File: src/rtl/prbs31_pkg.sv
// PRBS31 (x^31 + x^28 + 1) shared types and constants.
// Used by the burst sequencer, its generator and the checker.
package prbs31_pkg;

  typedef enum logic [1:0] {
    ST_IDLE,
    ST_SEED,
    ST_RUN,
    ST_DONE
  } state_e;

  localparam int TAP_A    = 30;
  localparam int TAP_B    = 27;
  localparam int PRBS_LEN = 31;

  localparam logic [30:0] DEFAULT_SEED = 31'h7FFF_FFFF;

  function automatic logic prbs_fb(input logic [30:0] s);
    return s[TAP_A] ^ s[TAP_B];
  endfunction

endpackage

File: src/rtl/prbs31_seq_ctrl_if.sv
// Serial test-path bundle: generated stream out, looped-back stream in.
// master = sequencer side, slave = loopback / pin side.
interface prbs31_seq_ctrl_if;

  logic tx_bit;
  logic tx_valid;
  logic rx_bit;
  logic rx_valid;

  modport master (
    output tx_bit,
    output tx_valid,
    input  rx_bit,
    input  rx_valid
  );

  modport slave (
    input  tx_bit,
    input  tx_valid,
    output rx_bit,
    output rx_valid
  );

endinterface

File: src/rtl/prbs31_lfsr.sv
// Fibonacci PRBS31 generator; out is the bit the next advance shifts in.
// Reset clears to zero; load must be issued before advancing.
module prbs31_lfsr
  import prbs31_pkg::*;
#(
  parameter logic [30:0] SEED = DEFAULT_SEED
) (
  input  logic clk,
  input  logic rst_n,
  input  logic ena,
  input  logic load,
  input  logic advance,
  output logic out
);

  logic [30:0] lfsr;

  always_ff @(posedge clk) begin
    if (!rst_n) begin
      lfsr <= '0;
    end else if (ena) begin
      if (load) begin
        lfsr <= SEED;
      end else if (advance) begin
        lfsr <= {lfsr[29:0], prbs_fb(lfsr)};
      end
    end
  end

  assign out = prbs_fb(lfsr);

endmodule

File: src/rtl/prbs31_seq_ctrl.sv
// PRBS31 burst sequencer with self-synchronising loopback checker.
// Commands come from the pin top; tx/rx run over the loopback bundle.
module prbs31_seq_ctrl
  import prbs31_pkg::*;
#(
  parameter int          LEN_W = 16,
  parameter int          ERR_W = 8,
  parameter logic [30:0] SEED  = DEFAULT_SEED
) (
  input  logic                 clk,
  input  logic                 rst_n,
  input  logic                 ena,
  input  logic                 start,
  input  logic                 abort,
  input  logic [LEN_W-1:0]     burst_len,
  input  logic                 inject_err,
  prbs31_seq_ctrl_if.master    bus,
  output logic                 busy,
  output logic                 done,
  output logic                 locked,
  output logic [ERR_W-1:0]     err_cnt
);

  if (SEED == 31'd0) begin : g_bad_seed
    $error("prbs31_seq_ctrl: SEED must be nonzero");
  end

  state_e            state;
  state_e            state_d;
  logic [LEN_W-1:0]  len_q;
  logic [LEN_W-1:0]  bit_cnt;
  logic              lfsr_load;
  logic              lfsr_adv;
  logic              lfsr_out;
  logic              last_bit;

  logic [30:0]       hist;
  logic [4:0]        fill;
  logic [ERR_W-1:0]  err_q;
  logic              chk_act;
  logic              chk_miss;

  prbs31_lfsr #(
    .SEED    (SEED)
  ) u_gen (
    .clk     (clk),
    .rst_n   (rst_n),
    .ena     (ena),
    .load    (lfsr_load),
    .advance (lfsr_adv),
    .out     (lfsr_out)
  );

  assign last_bit = (bit_cnt == len_q - LEN_W'(1));

  always_ff @(posedge clk) begin
    if (!rst_n) begin
      state <= ST_IDLE;
    end else if (ena) begin
      state <= state_d;
    end
  end

  always_comb begin
    state_d   = state;
    lfsr_load = 1'b0;
    lfsr_adv  = 1'b0;
    unique case (state)
      ST_IDLE: begin
        if (start) state_d = ST_SEED;
      end
      ST_SEED: begin
        lfsr_load = 1'b1;
        unique case (1'b1)
          abort:          state_d = ST_IDLE;
          (len_q == '0):  state_d = ST_DONE;
          default:        state_d = ST_RUN;
        endcase
      end
      ST_RUN: begin
        lfsr_adv = 1'b1;
        unique case (1'b1)
          abort:    state_d = ST_IDLE;
          last_bit: state_d = ST_DONE;
          default:  state_d = ST_RUN;
        endcase
      end
      ST_DONE: begin
        state_d = ST_IDLE;
      end
      default: begin
        state_d = ST_IDLE;
      end
    endcase
  end

  always_ff @(posedge clk) begin
    if (!rst_n) begin
      len_q   <= '0;
      bit_cnt <= '0;
    end else if (ena) begin
      if (state == ST_IDLE && start) begin
        len_q <= burst_len;
      end
      if (state == ST_SEED) begin
        bit_cnt <= '0;
      end else if (state == ST_RUN) begin
        bit_cnt <= bit_cnt + LEN_W'(1);
      end
    end
  end

  // Checker keys off rx_valid alone so it also sees late loopback bits.
  assign chk_act  = ena && bus.rx_valid && (state != ST_SEED);
  assign chk_miss = locked && (bus.rx_bit != prbs_fb(hist));

  always_ff @(posedge clk) begin
    if (!rst_n) begin
      hist  <= '0;
      fill  <= '0;
      err_q <= '0;
    end else if (ena && state == ST_SEED) begin
      hist  <= '0;
      fill  <= '0;
      err_q <= '0;
    end else if (chk_act) begin
      hist <= {hist[29:0], bus.rx_bit};
      if (!locked) begin
        fill <= fill + 5'd1;
      end
      if (chk_miss && err_q != '1) begin
        err_q <= err_q + ERR_W'(1);
      end
    end
  end

  assign locked       = (fill == 5'(PRBS_LEN));
  assign err_cnt      = err_q;
  assign busy         = (state != ST_IDLE);
  assign done         = (state == ST_DONE);
  assign bus.tx_valid = (state == ST_RUN);
  assign bus.tx_bit   = (state == ST_RUN) ? (lfsr_out ^ inject_err) : 1'b0;

endmodule

File: src/flat_wrapper.sv
// flat-port wrapper written by rule: the top's interface ports become plain ports
module prbs31_seq_ctrl_flat import prbs31_pkg::*;
#(
  parameter int          LEN_W = 16,
  parameter int          ERR_W = 8,
  parameter logic [30:0] SEED  = DEFAULT_SEED
)
  (clk, rst_n, ena, start, abort, burst_len, inject_err, busy, done, locked, err_cnt, bus_tx_bit, bus_tx_valid, bus_rx_bit, bus_rx_valid);
  prbs31_seq_ctrl_if bus_i ();
  input  logic clk;
  input  logic rst_n;
  input  logic ena;
  input  logic start;
  input  logic abort;
  input  logic [LEN_W-1:0] burst_len;
  input  logic inject_err;
  output logic busy;
  output logic done;
  output logic locked;
  output logic [ERR_W-1:0] err_cnt;
  output wire logic [$bits(bus_i.tx_bit)-1:0] bus_tx_bit;
  output wire logic [$bits(bus_i.tx_valid)-1:0] bus_tx_valid;
  input wire logic [$bits(bus_i.rx_bit)-1:0] bus_rx_bit;
  input wire logic [$bits(bus_i.rx_valid)-1:0] bus_rx_valid;
  assign bus_tx_bit = bus_i.tx_bit;
  assign bus_tx_valid = bus_i.tx_valid;
  assign bus_i.rx_bit = bus_rx_bit;
  assign bus_i.rx_valid = bus_rx_valid;
  prbs31_seq_ctrl #(.LEN_W(LEN_W), .ERR_W(ERR_W), .SEED(SEED)) u_core (.clk(clk), .rst_n(rst_n), .ena(ena), .start(start), .abort(abort), .burst_len(burst_len), .inject_err(inject_err), .bus(bus_i), .busy(busy), .done(done), .locked(locked), .err_cnt(err_cnt));
endmodule
File: config.mk
export PLATFORM = sky130hd
export DESIGN_NAME = prbs31_seq_ctrl_flat
export DESIGN_NICKNAME = d
export VERILOG_FILES = /design/src/rtl/prbs31_pkg.sv /design/src/rtl/prbs31_seq_ctrl_if.sv /design/src/rtl/prbs31_lfsr.sv /design/src/rtl/prbs31_seq_ctrl.sv /design/src/flat_wrapper.sv
export SDC_FILE = /design/constraint.sdc
export NUM_CORES = 1
export LEC_CHECK = 0
export CORE_ASPECT_RATIO = 0.75
export CORE_MARGIN = 2
export CORE_UTILIZATION = 45
export DETAILED_ROUTE_END_ITERATION = 10
export DONT_BUFFER_PORTS = 1
export PLACE_DENSITY = 0.61
export SYNTH_ARGS = -nofsm -noshare
export SYNTH_HDL_FRONTEND = slang
export SYNTH_SLANG_ARGS = --single-unit
File: constraint.sdc
create_clock -name clk -period 2.2 [get_ports clk]
set_input_delay 0.44 -clock clk [delete_from_list [all_inputs] [get_ports clk]]
set_output_delay 0.44 -clock clk [all_outputs]
set_load 0.03 [all_outputs]
* Word-level counts from Yosys, hierarchy flattened
Index checks and enable logic that the tools add are counted.
** Word-level totals
- Register bits :: 109
- Input bits :: 24
- Output and inout bits :: 13
- Logic and storage cells :: 54
** Cells by class
- Add/subtract/negate cells :: 4
- Equal/unequal tests :: 9
- Muxes and demuxes :: 11
- Bitwise operators :: 5
- Reductions and logical operators :: 18
** Operators by type and width (number)
- $mux 31 :: 2
- $mux 16 :: 2
- $add 16x1->16 const B :: 1
- $eq 16x16->1 :: 1
- $logic_not 16->1 :: 1
- $sub 16x1->16 const B :: 1
- $reduce_and 2->1 :: 6
- $add 8x1->8 const B :: 1
- $ne 8x8->1 const B :: 1
- $pmux 2 s2 :: 2
- $pmux 2 s4 :: 1
- $logic_and 1x1->1 :: 6
- $reduce_bool 2->1 :: 3
- $add 5x1->5 const B :: 1
- $eq 5x5->1 const B :: 1
- $eq 2x2->1 const B :: 2
- $mux 1 :: 3
- $xor 1x1->1 :: 3
- $eq 2x1->1 const B :: 1
- $logic_not 2->1 :: 1
- $mux 2 :: 1
- $ne 2x1->1 const B :: 1
- $ne 2x2->1 const B :: 1
- $not 1->1 :: 2
- other kinds (2) :: 2

* Logic depth before layout (Yosys ltp)
Gate-level depths: netlist of run 1.
- Word-level depth :: 5
- Depth in mapped cells :: 9
- Gate-level depth less buffers :: 8

* Hierarchy
From an unflattened synthesis of run 1, not the netlist that was laid out.
** Second synthesis, totals
- Cell total of the unflattened synthesis :: 600
- Area, all modules :: 5011.1 um^2
** Modules (own cells, without submodules)
- prbs31_seq_ctrl :: times used 1, cells each 461, area each 3709.8 um^2, seq. area each 1561.5 um^2
- prbs31_lfsr :: times used 1, cells each 139, area each 1301.2 um^2, seq. area each 620.6 um^2

* Least setup slack after synthesis of run 1
Ideal clock, no wire load.
- Kind :: register to register
- Start :: reg u_core.fill[0]
- End :: reg u_core.err_q[5], in the netlist u_core.err_cnt[5]
- Setup time :: 0.070 ns
- Data arrival time :: 2.242 ns
- Required time :: 2.130 ns
- Setup slack :: -0.113 ns
- Stages on the path, launching flop included :: 9
- Path buffers :: 0
- Clock period less this slack :: 2.313 ns
- Cells stage by stage :: dfxtp_1 > ha_1 > and3_1 > ha_1 > inv_1 > nor4_4 > nand4_1 > or3_1 > a21oi_1
** Between the ends
- Longest elaborated chain between the ends :: 4
** Ends and longest elaborated chain
- start, declared :: RTL line prbs31_seq_ctrl.sv:38 : logic [4:0] fill;
- start signal, assigned :: RTL line prbs31_seq_ctrl.sv:129 : fill <= fill + 5'd1;
- $eq 5x5->1 :: RTL line prbs31_seq_ctrl.sv:137 : assign locked = (fill == 5'(PRBS_LEN));
- named net locked :: RTL line flat_wrapper.sv:19 : output logic locked;
- $logic_and 1x1->1 :: RTL line prbs31_seq_ctrl.sv:115 : assign chk_miss = locked && (bus.rx_bit != prbs_fb(hist));
- $logic_and 1x1->1 :: RTL line prbs31_seq_ctrl.sv:131 : if (chk_miss && err_q != '1) begin
- $reduce_and 2->1 (no source line)
- end signal, assigned :: RTL line prbs31_seq_ctrl.sv:132 : err_q <= err_q + ERR_W'(1);
- end, declared :: RTL line prbs31_seq_ctrl.sv:39 : logic [ERR_W-1:0] err_q;
The timed path passes the listed nets, and every way through them passes these cells.
A chain may end at the register's enable or synchronous reset.

* Final worst setup path of run 1
- Start :: reg u_core.len_q[0]
- End :: reg u_core.state[0]
** Between the ends
- Longest elaborated chain between the ends :: 4
- Elaborated cells on any way between the ends :: 6
- Classes of those cells :: add/sub (1); eq/ne (1); mux (3); reduce/logical (1)
** Ends and longest elaborated chain
- start, declared :: RTL line prbs31_seq_ctrl.sv:30 : logic [LEN_W-1:0] len_q;
- start signal, assigned :: RTL line prbs31_seq_ctrl.sv:103 : len_q <= burst_len;
- $sub 16x1->16 :: RTL line prbs31_seq_ctrl.sv:54 : assign last_bit = (bit_cnt == len_q - LEN_W'(1));
- $eq 16x16->1 :: RTL line prbs31_seq_ctrl.sv:54
- $pmux 2 s2 :: RTL line prbs31_seq_ctrl.sv:82 : unique case (1'b1)
- $pmux 2 s4 (*) :: RTL line prbs31_seq_ctrl.sv:68 : unique case (state)
- end signal, assigned :: RTL line prbs31_seq_ctrl.sv:60 : state <= state_d;
- end, declared :: RTL line prbs31_seq_ctrl.sv:28 : state_e state;
Mark *: on every way between the ends. The rest lies on a longest branch, timed or not.

==> results_tabular.tex, run 1 <==
\begin{tabular}{lr}
\hline
Metric & Value \\
\hline
\multicolumn{2}{l}{\textbf{Run status}} \\
Outcome & complete, no violations \\
\multicolumn{2}{l}{\textbf{Clock network}} \\
Clock-pin slew on the worst setup and hold paths & 0.07 ns \\
Number of clock sinks & 109 \\
Longest Clk Path Bufs & 2 \\
Worst-Skew Late Latency & $\sim$0.34 ns \\
Root buf cell & sky130\_fd\_sc\_hd\_\_clkbuf\_16 \\
Number of levels the H-tree was split into & 3 \\
CTS tree & yes \\
Clock buffer count from CTS & 9 \\
\multicolumn{2}{l}{\textbf{Logic synthesis}} \\
Simple-Gate Fraction of Synth Area & 30.4\% \\
Synthesized area per cell & 8.22 sq um \\
Gate Count Post-Synth & 597 \\
Combinational family with the most area after synthesis & simple AND/OR/NAND/NOR gates \\
Post-synthesis async set-or-reset flop share & 0\% \\
Count of distinct cell types in the synthesized netlist & 51 \\
Netlist Area Pre-Place & just under 5000 sq um \\
Ys flop type & sky130\_fd\_sc\_hd\_\_dfxtp\_1 \\
Warning count from the yosys run & 0 \\
Sequential-to-total area share from yosys stat & 44.5\% \\
Post-synthesis xor/xnor area fraction & between 8 and 9\% \\
Post-synthesis share of cell area spent on full adders, half adders and majority gates & 2.55\% \\
Compound-cell area share of the yosys netlist & 9.99\% \\
Syn nets & 631 \\
Yosys reg bits & about 110 \\
Multiplexer share of the synthesized area & 0.408\% \\
Number of enable flip-flop cells after synthesis & 0 \\
\multicolumn{2}{l}{\textbf{GRT}} \\
Met3 GRT Util & 4.14\% \\
Wire length of the first global-routing pass & roughly 17000 um \\
Vias in the first global route & 3678 \\
Met1 capacity usage during global routing & roughly a quarter \\
Met2 capacity usage during global routing & 28.4\% \\
Antenna violations before repair & 0 \\
Overall fraction of global-route tracks in use & 17.8\% \\
Remaining Overflow, GRT & 0 \\
Pin count of the biggest net entering global routing & 54 \\
Grt peak-use layer & met2 \\
\multicolumn{2}{l}{\textbf{Drt}} \\
Residual DRC count & 0 \\
Detailed router's first-iteration violation count & a little under 200 \\
Detailed-routing iteration count for the pre-antenna-repair pass & 4 \\
Drt total wl & around 10000 um \\
Via total after detailed routing & approximately 4k \\
Post-detailed-route count of antenna-violating nets & 0 \\
Vias/cell & 5.29 \\
Average wire length per cell after detail routing & between 10 and 15 um \\
\multicolumn{2}{l}{\textbf{Critical path}} \\
Maximum fanout count along the critical path & 3 \\
Req. time, crit path & 2.47 ns \\
Arrival time of data at the critical path endpoint & roughly 2.5 ns \\
Critical Path Sink Type & flop \\
Cell depth of the worst flop-to-flop path & 6 \\
Origin of the worst setup path & u\_core.len\_q[0] \\
Kind of critical path & reg2reg \\
Worst r2r src & u\_core.len\_q[0] \\
Register-to-register setup slack & 0.02 ns \\
CP Capture Point & u\_core.state[0] \\
Endpoint of the worst-slack reg-to-reg timing path & u\_core.state[0] \\
Startpoint type of the worst setup path & flop \\
\multicolumn{2}{l}{\textbf{Die}} \\
Rows & 32 \\
Io pins & 37 \\
Starting density of the core & 47.0\% \\
Vertical die dimension & 94.4 um \\
Core area & 10500 sq um \\
Die Outline Area & 11800 sq um \\
Die width & 125 um \\
\multicolumn{2}{l}{\textbf{Layout}} \\
Fill cell count & 985 \\
Most common library cell in the layout ignoring fill and taps & sky130\_fd\_sc\_hd\_\_nand2\_1 \\
Final Net Count & 636 \\
Synth-to-Final Area Change & 13.2\% \\
Finished layout cell area & about 5600 sq um \\
Fraction of final layout cells sized beyond drive strength 1 & about an eighth \\
Number of diodes & 0 \\
Commonest cells after routing, fill and taps aside & sky130\_fd\_sc\_hd\_\_nand2\_1, sky130\_fd\_sc\_hd\_\_dfxtp\_1, sky130\_fd\_sc\_hd\_\_nor2\_1 \\
\multicolumn{2}{l}{\textbf{Timing}} \\
Number of max-slew violations in the final report & 0 \\
Worst slew slack as a fraction of its limit & 59.8\% \\
Setup violation total in the final timing report & 0 \\
Final count of hold timing violations & 0 \\
RSZ-0062 raised after global routing & yes \\
Worst Skew & 0.00611 ns \\
Highest clock rate & 460 MHz \\
Time the final worst path needs with I/O delays and setup & around 2.2 ns \\
Slew at the pin closest to its max-slew limit & 0.595 ns \\
Final-layout setup total negative slack & 0 ns \\
Final clock period utilization by the worst path & approximately 99\% \\
\multicolumn{2}{l}{\textbf{Placement}} \\
GP Congestion & 0.880 \\
Post-detailed-placement half-perimeter wirelength & 6900 um \\
Standard cell area after detailed placement & approximately 5200 sq um \\
IO buf count & 0 \\
\multicolumn{2}{l}{\textbf{Hold path}} \\
Path class of the lowest-slack min-delay path & in2reg \\
\multicolumn{2}{l}{\textbf{Power and ir drop}} \\
PD cells & 755 nW/um\^{}2 \\
Peak supply drop & 0.403 mV \\
Leakage Power & 2.00 nW \\
\multicolumn{2}{l}{\textbf{Flow run}} \\
Number of max-cap violations & 0 \\
\hline
\end{tabular}
flip-flops by register name (all words and copies together) (netlist names):
| register | cells |
|---|---|
| u_core.err_cnt | 8 |
| u_core.u_gen.lfsr | 31 |
| u_core.hist | 31 |
| u_core.len_q | 16 |
| u_core.bit_cnt | 16 |
| u_core.state | 2 |
| u_core.fill | 5 |
how the worst min path moves through the flow:
stage / startpoint / end / slack (ns) / cells after the start
global route: burst_len[5] / u_core.len_q[5] / 0.22 / 2
floorplan: u_core.hist[9] / u_core.hist[10] / 0.43 / 2
CTS: burst_len[10] / u_core.len_q[10] / 0.22 / 2
detailed placement: u_core.hist[14] / u_core.hist[15] / 0.44 / 2
global placement: u_core.hist[19] / u_core.hist[20] / 0.44 / 2
finish: burst_len[5] / u_core.len_q[5] / 0.23 / 2
power by group:
| part | total (mW) | internal, mW | switching, mW |
|---|---|---|---|
| clock network | 1.61 | 0.912 | 0.701 |
| logic | 0.496 | 0.215 | 0.281 |
| registers | 2.08 | 2.04 | 0.0468 |
| total | 4.19 | 3.16 | 1.03 |
cell families (layout without fill, tap and decap cells):
group,count (synthesis),in the layout
and+or+nand+nor,304,304
DFF,109,109
AOI/OAI and AO/OA,80,80
buffers and inverters,47,56
xor gates and xnor gates,45,45
adders and majority gates,10,10
muxes,2,2
worst max-delay path, cell delays in order, from the launching register on:
cell and delay (ns):
sky130_fd_sc_hd__dfxtp_1 0.33, sky130_fd_sc_hd__or4_4 0.54, sky130_fd_sc_hd__or4_4 0.45, sky130_fd_sc_hd__xnor2_2 0.18, sky130_fd_sc_hd__a2111oi_4 0.27, sky130_fd_sc_hd__nand4_1 0.17
sky130_fd_sc_hd__a31oi_1 0.18
cell usage after synthesis (8+ instances only):
library cell / number / area [sq um]
sky130_fd_sc_hd__inv_1: 8 / 30.0
sky130_fd_sc_hd__a21boi_1: 9 / 67.6
sky130_fd_sc_hd__xor2_1: 26 / 228
sky130_fd_sc_hd__clkbuf_1: 34 / 128
sky130_fd_sc_hd__o21ai_0: 11 / 55.1
sky130_fd_sc_hd__a21oi_1: 36 / 180
sky130_fd_sc_hd__a21boi_0: 8 / 60.1
sky130_fd_sc_hd__nor2_1: 68 / 255
sky130_fd_sc_hd__ha_1: 10 / 125
sky130_fd_sc_hd__nand2_1: 113 / 424
sky130_fd_sc_hd__nor3b_1: 31 / 233
sky130_fd_sc_hd__dfxtp_1: 109 / 2180
sky130_fd_sc_hd__xnor2_1: 18 / 158
sky130_fd_sc_hd__nor3_1: 35 / 175
sky130_fd_sc_hd__nand3_1: 9 / 45.0
sky130_fd_sc_hd__nand4_1: 14 / 87.6
timing repair:
| item | in CTS | in global routing |
|---|---|---|
| endpoints found under the hold margin | 0 | 0 |
| pin swaps | 4 | 5 |
| setup buffers | 0 | 3 |
| endpoints found under the setup margin | 1 | 4 |
| resized for setup | 0 | 16 |
| hold buffers | 0 | 0 |
metal layers:
metal	wire length, um	vias to the layer above
met1	5220	1835
met5	0	-
li1	-	2018
met2	4610	63
met4	88	0
met3	448	9
final cells by class:
| class | instances | area (sq um) | area share [%] |
|---|---|---|---|
| clock buffer | 12 | 246 | 4.44 |
| clock inverter | 3 | 43.8 | 0.789 |
| inverter | 8 | 30.0 | 0.541 |
| multi-input combinational | 441 | 2620 | 47.2 |
| sequential | 109 | 2180 | 39.3 |
| tap | 136 | 170 | 3.06 |
| timing repair buffer | 33 | 260 | 4.69 |
per-stage QoR:
stage          setup WS (ns)  utilization (%)  std cells  power [mW]  hold WS (ns)
2_1_floorplan        0.00156                -        597        2.47         0.432
3_3_place_gp          0.0114             49.3        724        2.57         0.437
3_5_place_dp        -0.00131             49.3        724        2.57         0.443
4_1_cts              0.00494             52.1        739        4.18         0.216
5_1_grt              -0.0643             53.1        742        4.37         0.224
6_report              0.0250             53.1        742        4.19         0.226
(Power assumes the default switching activity.)
==> run 2, diff against run 1 <==
CORE_MARGIN = not set   (was 2)
PLACE_DENSITY = 0.59   (was 0.61)
clock period = 2.1 ns   (was 2.2 ns; I/O delays follow)
==> run 2 against run 1 <==
The flow now finishes with violations (negative setup slack). Maximum frequency increased by 1.6%. Count of clock-buffer cells in the layout unchanged. Power increased by 9.3%. Worst hold slack got worse by 0.018 ns. Sequential share of layout area decreased by 1.6 points. Via count increased by 1.8%. Die area decreased by 3.7%. Wire length increased by 1.0%. Clock power increased by 14%. Register-to-register slack got worse by 0.07 ns. Critical endpoint unchanged. Largest cell class unchanged. Largest power group unchanged.
==> results_tabular.tex, run 2 (synthesized netlist as in run 1, its figures left out) <==
\begin{tabular}{lr}
\hline
Metric & Value \\
\hline
\multicolumn{2}{l}{\textbf{Layout}} \\
Final Net Count & 654 (was 636) \\
Number of diodes & 0 (unchanged) \\
Most common library cell in the layout ignoring fill and taps & sky130\_fd\_sc\_hd\_\_nand2\_1 (unchanged) \\
Utilization of the core after routing & 55.5\% (was 53.1\%) \\
Largest registers in the final layout & u\_core.hist (31), u\_core.u\_gen.lfsr (31) (unchanged) \\
Synth-to-Final Area Change & 18.3\% (was 13.2\%) \\
Commonest cells after routing, fill and taps aside & sky130\_fd\_sc\_hd\_\_nand2\_1, sky130\_fd\_sc\_hd\_\_dfxtp\_1, sky130\_fd\_sc\_hd\_\_nor2\_1 (unchanged) \\
Post-route non-filler standard cell count & 761 (was 742) \\
Fraction of final layout cells sized beyond drive strength 1 & 16.5\% (was 11.7\%) \\
\multicolumn{2}{l}{\textbf{Die}} \\
Core area & 10500 sq um (unchanged) \\
Io pins & 37 (unchanged) \\
Vertical die dimension & 92.4 um (was 94.4 um) \\
Starting density of the core & 47.0\% (unchanged) \\
Rows & 32 (unchanged) \\
Die Outline Area & 11300 sq um (was 11800 sq um) \\
Die width & 123 um (was 125 um) \\
\multicolumn{2}{l}{\textbf{Timing}} \\
Time the final worst path needs with I/O delays and setup & 2.14 ns (was 2.18 ns) \\
Final clock period utilization by the worst path & 102\% (was 98.9\%) \\
Number of max-slew violations in the final report & 0 (unchanged) \\
Setup ws final & -0.0406 ns (was 0.0250 ns) \\
Setup violation total in the final timing report & 2 (was 0) \\
RSZ-0062 raised after global routing & yes (unchanged) \\
Fin Hold WS & 0.208 ns (was 0.226 ns) \\
Worst Skew & 0.00397 ns (was 0.00611 ns) \\
Highest clock rate & 467 MHz (was 460 MHz) \\
Final count of hold timing violations & 0 (unchanged) \\
Slew at the pin closest to its max-slew limit & 0.669 ns (was 0.595 ns) \\
Worst slew slack as a fraction of its limit & 55.3\% (was 59.8\%) \\
\multicolumn{2}{l}{\textbf{Critical path}} \\
Kind of critical path & reg2reg (unchanged) \\
Combined buffer and inverter count along the critical path & 1 (was 0) \\
Startpoint type of the worst setup path & flop (unchanged) \\
Req. time, crit path & 2.38 ns (was 2.47 ns) \\
Cell depth of the worst flop-to-flop path & 6 (unchanged) \\
Slowest cell on crit path & sky130\_fd\_sc\_hd\_\_or4\_4 (unchanged) \\
Critical path's largest stage delay & 0.54 ns (about the same) \\
Arrival time of data at the critical path endpoint & 2.42 ns (was 2.45 ns) \\
Register-to-register setup slack & -0.04 ns (was 0.02 ns) \\
Critical Path Sink Type & flop (unchanged) \\
Maximum fanout count along the critical path & 3 (unchanged) \\
Crit-path cells & or4\_4, buf\_4, or3\_2, a211oi\_2, nand4\_1, a31oi\_1 (was or4\_4, or4\_4, xnor2\_2, a2111oi\_4, nand4\_1, a31oi\_1) \\
Worst r2r src & u\_core.len\_q[2] (was u\_core.len\_q[0]) \\
Endpoint of the worst-slack reg-to-reg timing path & u\_core.state[0] (unchanged) \\
CP top delay family & simple AND/OR/NAND/NOR gates (unchanged) \\
\multicolumn{2}{l}{\textbf{Flow run}} \\
Number of max-cap violations & 0 (unchanged) \\
\multicolumn{2}{l}{\textbf{Power and ir drop}} \\
Net switching component of the power & 1.10 mW (was 1.03 mW) \\
Internal power consumption & 3.48 mW (was 3.16 mW) \\
Clock power share & 40.1\% (was 38.5\%) \\
PD cells & 789 nW/um\^{}2 (was 755 nW/um\^{}2) \\
Switching portion of total power & 24.0\% (was 24.5\%) \\
Leakage Power & 2.15 nW (was 2.00 nW) \\
Flop pwr share & 47.6\% (was 49.7\%) \\
Part of the power in combinational logic & 12.3\% (was 11.8\%) \\
Peak supply drop & 0.498 mV (was 0.403 mV) \\
\multicolumn{2}{l}{\textbf{Drt}} \\
Via total after detailed routing & 3994 (was 3925) \\
Detailed-routing iteration count for the pre-antenna-repair pass & 5 (was 4) \\
Residual DRC count & 0 (unchanged) \\
Detailed router's first-iteration violation count & 205 (was 198) \\
Vias/cell & 5.25 (was 5.29) \\
Met3 routed WL & 556 um (was 448 um) \\
WL met1 & 5220 um (about the same) \\
Post-detailed-route count of antenna-violating nets & 0 (unchanged) \\
Uppermost layer routed & met4 (unchanged) \\
Average wire length per cell after detail routing & 13.8 um (was 14.0 um) \\
Drt total wl & 10500 um (was 10400 um) \\
Met2 Wirelength & 4550 um (was 4610 um) \\
\multicolumn{2}{l}{\textbf{Placement}} \\
Total placed cells including tap cells & 741 (was 724) \\
GP Congestion & 0.816 (was 0.880) \\
IO buf count & 0 (unchanged) \\
Post-detailed-placement half-perimeter wirelength & 7140 um (was 6900 um) \\
\multicolumn{2}{l}{\textbf{Clock network}} \\
Cts hold-fix bufs & 0 (unchanged) \\
Number of clock sinks & 109 (unchanged) \\
CTS tree & yes (unchanged) \\
Longest Clk Path Bufs & 2 (unchanged) \\
Clock-pin slew on the worst setup and hold paths & 0.07 ns (about the same) \\
Root buf cell & sky130\_fd\_sc\_hd\_\_clkbuf\_16 (unchanged) \\
Worst-Skew Late Latency & 0.34 ns (about the same) \\
Clock buffer count from CTS & 9 (unchanged) \\
Number of levels the H-tree was split into & 3 (unchanged) \\
\multicolumn{2}{l}{\textbf{GRT}} \\
Pin count of the biggest net entering global routing & 54 (unchanged) \\
Overall fraction of global-route tracks in use & 19.8\% (was 17.8\%) \\
Wire length of the first global-routing pass & 17600 um (was 17300 um) \\
Antenna violations before repair & 0 (unchanged) \\
Remaining Overflow, GRT & 0 (unchanged) \\
Vias in the first global route & 3751 (was 3678) \\
\multicolumn{2}{l}{\textbf{Hold path}} \\
Path class of the lowest-slack min-delay path & in2reg (unchanged) \\
Endpoint of the worst hold-timing path & u\_core.len\_q[4] (was u\_core.len\_q[5]) \\
Startpoint of the worst hold path & burst\_len[4] (was burst\_len[5]) \\
Number of stages on the worst hold path & 2 (unchanged) \\
\multicolumn{2}{l}{\textbf{Run status}} \\
Violated checks & negative setup slack \\
Outcome & finished, violations left (was complete, no violations) \\
\hline
\end{tabular}
run 2: what timing repair did:
action	CTS	global route
pin swaps	5	12
buffers inserted	1	3
resized for setup	7	24
cloned	0	0
setup endpoints to repair	3	23
endpoints found under the hold margin	0	0
run 2: how the worst max path moves through the flow:
stage | startpoint | endpoint | slack [ns] | cells after the start
after global placement | u_core.len_q[0] | u_core.state[0] | -0.17 | 6
after global routing | u_core.len_q[2] | u_core.state[0] | -0.14 | 6
after detailed placement | u_core.len_q[0] | u_core.state[0] | -0.18 | 6
after floorplan | u_core.len_q[0] | u_core.state[0] | -0.01 | 6
final | u_core.len_q[2] | u_core.state[0] | -0.04 | 6
after CTS | u_core.len_q[2] | u_core.state[0] | -0.11 | 6
run 2: cell type report:
| cell class | count | area [sq um] |
|---|---|---|
| Clock buffer | 12 | 246 |
| Multi-Input combinational cell | 441 | 2690 |
| Sequential cell | 109 | 2190 |
| Timing Repair Buffer | 51 | 395 |
| Inverter | 8 | 30.0 |
| Clock inverter | 4 | 77.6 |
| Tap cell | 136 | 170 |
| Fill cell | 964 | 4650 |
run 2: worst register-to-register path, cell delays in order (launching register included):
cell,delay (ns)
sky130_fd_sc_hd__dfxtp_2,0.34
sky130_fd_sc_hd__or4_4,0.54
sky130_fd_sc_hd__buf_4,0.16
sky130_fd_sc_hd__or3_2,0.48
sky130_fd_sc_hd__a211oi_2,0.21
sky130_fd_sc_hd__nand4_1,0.15
sky130_fd_sc_hd__a31oi_1,0.19
run 2: power by group through the flow:
stage	Combinational [mW]	Sequential, mW	Clock [mW]
after detailed placement	0.513	2.23	0
after floorplan	0.373	2.22	0
final	0.563	2.18	1.84
after CTS	0.530	2.18	1.89
after global placement	0.508	2.22	0
after global routing	0.623	2.19	1.97
run 2: metal layers:
layer / track usage [%] / vias up
met5: 0 / -
met4: 6.50 / 0
met3: 5.85 / 11
met2: 30.3 / 59
met1: 26.3 / 1861
li1: - / 2063
run 2: through the flow:
step / setup TNS (ns) / total power, mW / instance area, sq um / setup WS (ns)
2_1_floorplan: -0.0122 / 2.59 / 4930 / -0.0122
5_1_grt: -0.541 / 4.79 / 5800 / -0.140
4_1_cts: -0.191 / 4.60 / 5660 / -0.113
3_3_place_gp: -0.325 / 2.73 / 5300 / -0.174
6_report: -0.0522 / 4.58 / 5800 / -0.0406
3_5_place_dp: -0.337 / 2.74 / 5300 / -0.182
==> run 3, diff against run 2 <==
SYNTH_HIERARCHICAL = 1   (was not set)
==> run 3 against run 2 <==
The run still ends with negative setup slack left. Flip-flop and latch count stayed put. Largest power group unchanged. Power is 7.0% lower. Worst hold slack better by 0.0032 ns.
==> results_tabular.tex, run 3 <==
\begin{tabular}{lr}
\hline
Metric & Value \\
\hline
\multicolumn{2}{l}{\textbf{Critical path}} \\
Slowest cell on crit path & sky130\_fd\_sc\_hd\_\_or4\_4 (unchanged) \\
Maximum fanout count along the critical path & 4 (was 3) \\
Critical path's largest stage delay & 0.53 ns (was 0.54 ns) \\
Origin of the worst setup path & u\_core/len\_q[0] (was u\_core.len\_q[2]) \\
Combined buffer and inverter count along the critical path & 1 (unchanged) \\
Req. time, crit path & 2.35 ns (was 2.38 ns) \\
Arrival time of data at the critical path endpoint & 2.40 ns (was 2.42 ns) \\
CP top delay family & simple AND/OR/NAND/NOR gates (unchanged) \\
Startpoint type of the worst setup path & flop (unchanged) \\
Crit-path cells & buf\_4, or4\_4, nor2\_2, xnor2\_2, nand4\_1, a2111o\_1, a221oi\_2 (was or4\_4, buf\_4, or3\_2, a211oi\_2, nand4\_1, a31oi\_1) \\
Kind of critical path & reg2reg (unchanged) \\
Worst r2r src & u\_core/len\_q[0] (was u\_core.len\_q[2]) \\
Critical Path Sink Type & flop (unchanged) \\
\multicolumn{2}{l}{\textbf{Placement}} \\
Post-detailed-placement half-perimeter wirelength & 7320 um (was 7140 um) \\
Total placed cells including tap cells & 730 (was 741) \\
Standard cell area after detailed placement & 5300 sq um (about the same) \\
GP Congestion & 0.841 (was 0.816) \\
IO buf count & 0 (unchanged) \\
Place WS & -0.137 ns (was -0.182 ns) \\
\multicolumn{2}{l}{\textbf{Clock network}} \\
Cts hold-fix bufs & 0 (unchanged) \\
Clock-pin slew on the worst setup and hold paths & 0.07 ns (about the same) \\
Number of levels the H-tree was split into & 3 (unchanged) \\
Clock buffer count from CTS & 9 (unchanged) \\
Worst-Skew Late Latency & 0.34 ns (about the same) \\
CTS tree & yes (unchanged) \\
Number of clock sinks & 109 (unchanged) \\
Root buf cell & sky130\_fd\_sc\_hd\_\_clkbuf\_16 (unchanged) \\
Longest Clk Path Bufs & 2 (unchanged) \\
\multicolumn{2}{l}{\textbf{Timing}} \\
Fin Hold WS & 0.211 ns (was 0.208 ns) \\
Setup ws final & -0.0459 ns (was -0.0406 ns) \\
Highest clock rate & 466 MHz (was 467 MHz) \\
Worst Skew & 0.00443 ns (was 0.00397 ns) \\
Final count of hold timing violations & 0 (unchanged) \\
RSZ-0062 raised after global routing & yes (unchanged) \\
Final clock period utilization by the worst path & 102\% (about the same) \\
Number of max-slew violations in the final report & 0 (unchanged) \\
Final-layout setup total negative slack & -0.0738 ns (was -0.0522 ns) \\
Time the final worst path needs with I/O delays and setup & 2.15 ns (was 2.14 ns) \\
Setup violation total in the final timing report & 2 (unchanged) \\
Slew at the pin closest to its max-slew limit & 0.750 ns (was 0.669 ns) \\
Worst slew slack as a fraction of its limit & 50.0\% (was 55.3\%) \\
\multicolumn{2}{l}{\textbf{GRT}} \\
Antenna violations before repair & 0 (unchanged) \\
Pin count of the biggest net entering global routing & 65 (was 54) \\
Vias in the first global route & 3689 (was 3751) \\
Wire length of the first global-routing pass & 17600 um (about the same) \\
Remaining Overflow, GRT & 0 (unchanged) \\
Overall fraction of global-route tracks in use & 19.5\% (was 19.8\%) \\
\multicolumn{2}{l}{\textbf{Hold path}} \\
Path class of the lowest-slack min-delay path & in2reg (unchanged) \\
Startpoint of the worst hold path & burst\_len[0] (was burst\_len[4]) \\
\multicolumn{2}{l}{\textbf{Run status}} \\
Outcome & finished, violations left (unchanged) \\
Violated checks & negative setup slack (unchanged) \\
\multicolumn{2}{l}{\textbf{Logic synthesis}} \\
Count of distinct cell types in the synthesized netlist & 56 (was 51) \\
Post-synthesis async set-or-reset flop share & 0\% (unchanged) \\
Gate Count Post-Synth & 600 (was 597) \\
Yosys top cell by area & sky130\_fd\_sc\_hd\_\_dfxtp\_1 (unchanged) \\
Number of enable flip-flop cells after synthesis & 0 (unchanged) \\
Netlist Area Pre-Place & 5010 sq um (was 4910 sq um) \\
Syn nets & 634 (was 631) \\
Synth top cells by count & sky130\_fd\_sc\_hd\_\_nand2\_1, sky130\_fd\_sc\_hd\_\_dfxtp\_1, sky130\_fd\_sc\_hd\_\_a21oi\_1 (was sky130\_fd\_sc\_hd\_\_nand2\_1, sky130\_fd\_sc\_hd\_\_dfxtp\_1, sky130\_fd\_sc\_hd\_\_nor2\_1) \\
Ys flop type & sky130\_fd\_sc\_hd\_\_dfxtp\_1 (unchanged) \\
Most numerous cell in the Yosys netlist & sky130\_fd\_sc\_hd\_\_nand2\_1 (unchanged) \\
Portion of synthesized cell area occupied by the leading cell type & 43.5\% (was 44.5\%) \\
Warning count from the yosys run & 6 (was 0) \\
Yosys reg bits & 109 (unchanged) \\
Dominant cells by area after synthesis & sky130\_fd\_sc\_hd\_\_dfxtp\_1, sky130\_fd\_sc\_hd\_\_nand2\_1, sky130\_fd\_sc\_hd\_\_mux2i\_1, sky130\_fd\_sc\_hd\_\_a21oi\_1, sky130\_fd\_sc\_hd\_\_xnor2\_1 (was sky130\_fd\_sc\_hd\_\_dfxtp\_1, sky130\_fd\_sc\_hd\_\_nand2\_1, sky130\_fd\_sc\_hd\_\_nor2\_1, sky130\_fd\_sc\_hd\_\_nor3b\_1, sky130\_fd\_sc\_hd\_\_xor2\_1) \\
Sequential-to-total area share from yosys stat & 43.5\% (was 44.5\%) \\
Synthesized area per cell & 8.35 sq um (was 8.22 sq um) \\
\multicolumn{2}{l}{\textbf{Die}} \\
Vertical die dimension & 93.4 um (was 92.4 um) \\
Die Outline Area & 11600 sq um (was 11300 sq um) \\
Core area & 10600 sq um (was 10500 sq um) \\
Die width & 124 um (was 123 um) \\
Rows & 32 (unchanged) \\
Starting density of the core & 47.4\% (was 47.0\%) \\
Io pins & 37 (unchanged) \\
\multicolumn{2}{l}{\textbf{Power and ir drop}} \\
Leakage Power & 2.16 nW (was 2.15 nW) \\
PD cells & 748 nW/um\^{}2 (was 789 nW/um\^{}2) \\
Peak supply drop & 0.462 mV (was 0.498 mV) \\
Total power consumption of the routed design & 4.26 mW (was 4.58 mW) \\
\multicolumn{2}{l}{\textbf{Drt}} \\
Drt total wl & 10600 um (was 10500 um) \\
Detailed router's first-iteration violation count & 277 (was 205) \\
Post-detailed-route count of antenna-violating nets & 0 (unchanged) \\
Residual DRC count & 0 (unchanged) \\
Average wire length per cell after detail routing & 14.1 um (was 13.8 um) \\
Detailed-routing iteration count for the pre-antenna-repair pass & 5 (unchanged) \\
Vias/cell & 5.34 (was 5.25) \\
Via total after detailed routing & 4003 (was 3994) \\
\multicolumn{2}{l}{\textbf{Layout}} \\
Sequential cell area in the final layout & 2190 sq um (about the same) \\
Post-route non-filler standard cell count & 749 (was 761) \\
Most common library cell in the layout ignoring fill and taps & sky130\_fd\_sc\_hd\_\_nand2\_1 (unchanged) \\
Final Net Count & 642 (was 654) \\
Finished layout cell area & 5690 sq um (was 5800 sq um) \\
Fill cell count & 984 (was 964) \\
Utilization of the core after routing & 53.9\% (was 55.5\%) \\
Largest registers in the final layout & u\_core/hist (31), u\_core/u\_gen/lfsr (31) (was u\_core.hist (31), u\_core.u\_gen.lfsr (31)) \\
Synth-to-Final Area Change & 13.6\% (was 18.3\%) \\
Combined area of the multi-input logic cells & 2740 sq um (was 2690 sq um) \\
Commonest cells after routing, fill and taps aside & sky130\_fd\_sc\_hd\_\_nand2\_1, sky130\_fd\_sc\_hd\_\_dfxtp\_1, sky130\_fd\_sc\_hd\_\_a21oi\_1 (was sky130\_fd\_sc\_hd\_\_nand2\_1, sky130\_fd\_sc\_hd\_\_dfxtp\_1, sky130\_fd\_sc\_hd\_\_nor2\_1) \\
Fraction of final layout cells sized beyond drive strength 1 & 13.7\% (was 16.5\%) \\
Number of diodes & 0 (unchanged) \\
\multicolumn{2}{l}{\textbf{Flow run}} \\
Number of max-cap violations & 0 (unchanged) \\
\hline
\end{tabular}
-- run 3: cell count changes after synthesis, moves of 9 or more --
cell / before / now
sky130_fd_sc_hd__nor3b_1: 31 / 3
sky130_fd_sc_hd__nor3_1: 35 / 5
sky130_fd_sc_hd__a21boi_1: 9 / 0
sky130_fd_sc_hd__a21oi_1: 36 / 55
sky130_fd_sc_hd__mux2i_1: 2 / 34
sky130_fd_sc_hd__nor2_1: 68 / 38
sky130_fd_sc_hd__o21ai_0: 11 / 33
sky130_fd_sc_hd__nand2_1: 113 / 141
-- run 3: power breakdown --
part           switching [mW]  internal, mW
registers              0.0392          2.11
clock network           0.737         0.840
logic                   0.309         0.222
-- run 3: per-layer routing --
layer | part of all wire (%) | GRT usage (%) | routed length (um) | up-vias
met2 | 42 | 29.0 | 4450 | 83
li1 | - | - | - | 2048
met4 | 0.98 | 5.72 | 104 | 0
met1 | 52 | 27.8 | 5490 | 1862
met5 | 0 | 0 | 0 | -
met3 | 5.2 | 4.45 | 550 | 10
-- run 3: path summary, 6_finish.rpt --
path | end | slack, ns | depth (start not counted)
worst min-delay path | u_core/len_q[0] | 0.21 | 2
worst max-delay path | u_core/state[0] | -0.05 | 7
worst max register to register | u_core/state[0] | -0.05 | 7
worst min register to register | u_core/hist[15] | 0.45 | 2
-- run 3: layout make-up --
type | count | share of cell area [%]
sequential | 109 | 38.4
clock inverter | 5 | 0.615
clock buffer | 11 | 4.26
multi-input combinational | 444 | 48.1
tap | 136 | 2.99
timing repair buffer | 35 | 5.01
inverter | 9 | 0.593
-- run 3: logic make-up after synthesis --
logic type,share of synthesized area (%)
simple gates,22.6
compound gates,12.0
flops,43.5
buf+inv,4.39
xor+xnor,7.87
mux,7.02
fa+ha+maj,2.50
-- run 3: worst reg2reg max path, cell delays in order, from the launching register on --
cell                       delay, ns
sky130_fd_sc_hd__dfxtp_4        0.35
sky130_fd_sc_hd__buf_4          0.15
sky130_fd_sc_hd__or4_4          0.53
sky130_fd_sc_hd__nor2_2         0.16
sky130_fd_sc_hd__xnor2_2        0.13
sky130_fd_sc_hd__nand4_1        0.09
sky130_fd_sc_hd__a2111o_1       0.43
sky130_fd_sc_hd__a221oi_2       0.21
-- run 3: timing repair --
item                                    in CTS  in global routing
resized for setup                            7                 13
pin swaps                                    2                 10
endpoints found under the setup margin       2                 11
buffers inserted                             0                  2
cloned                                       1                  0
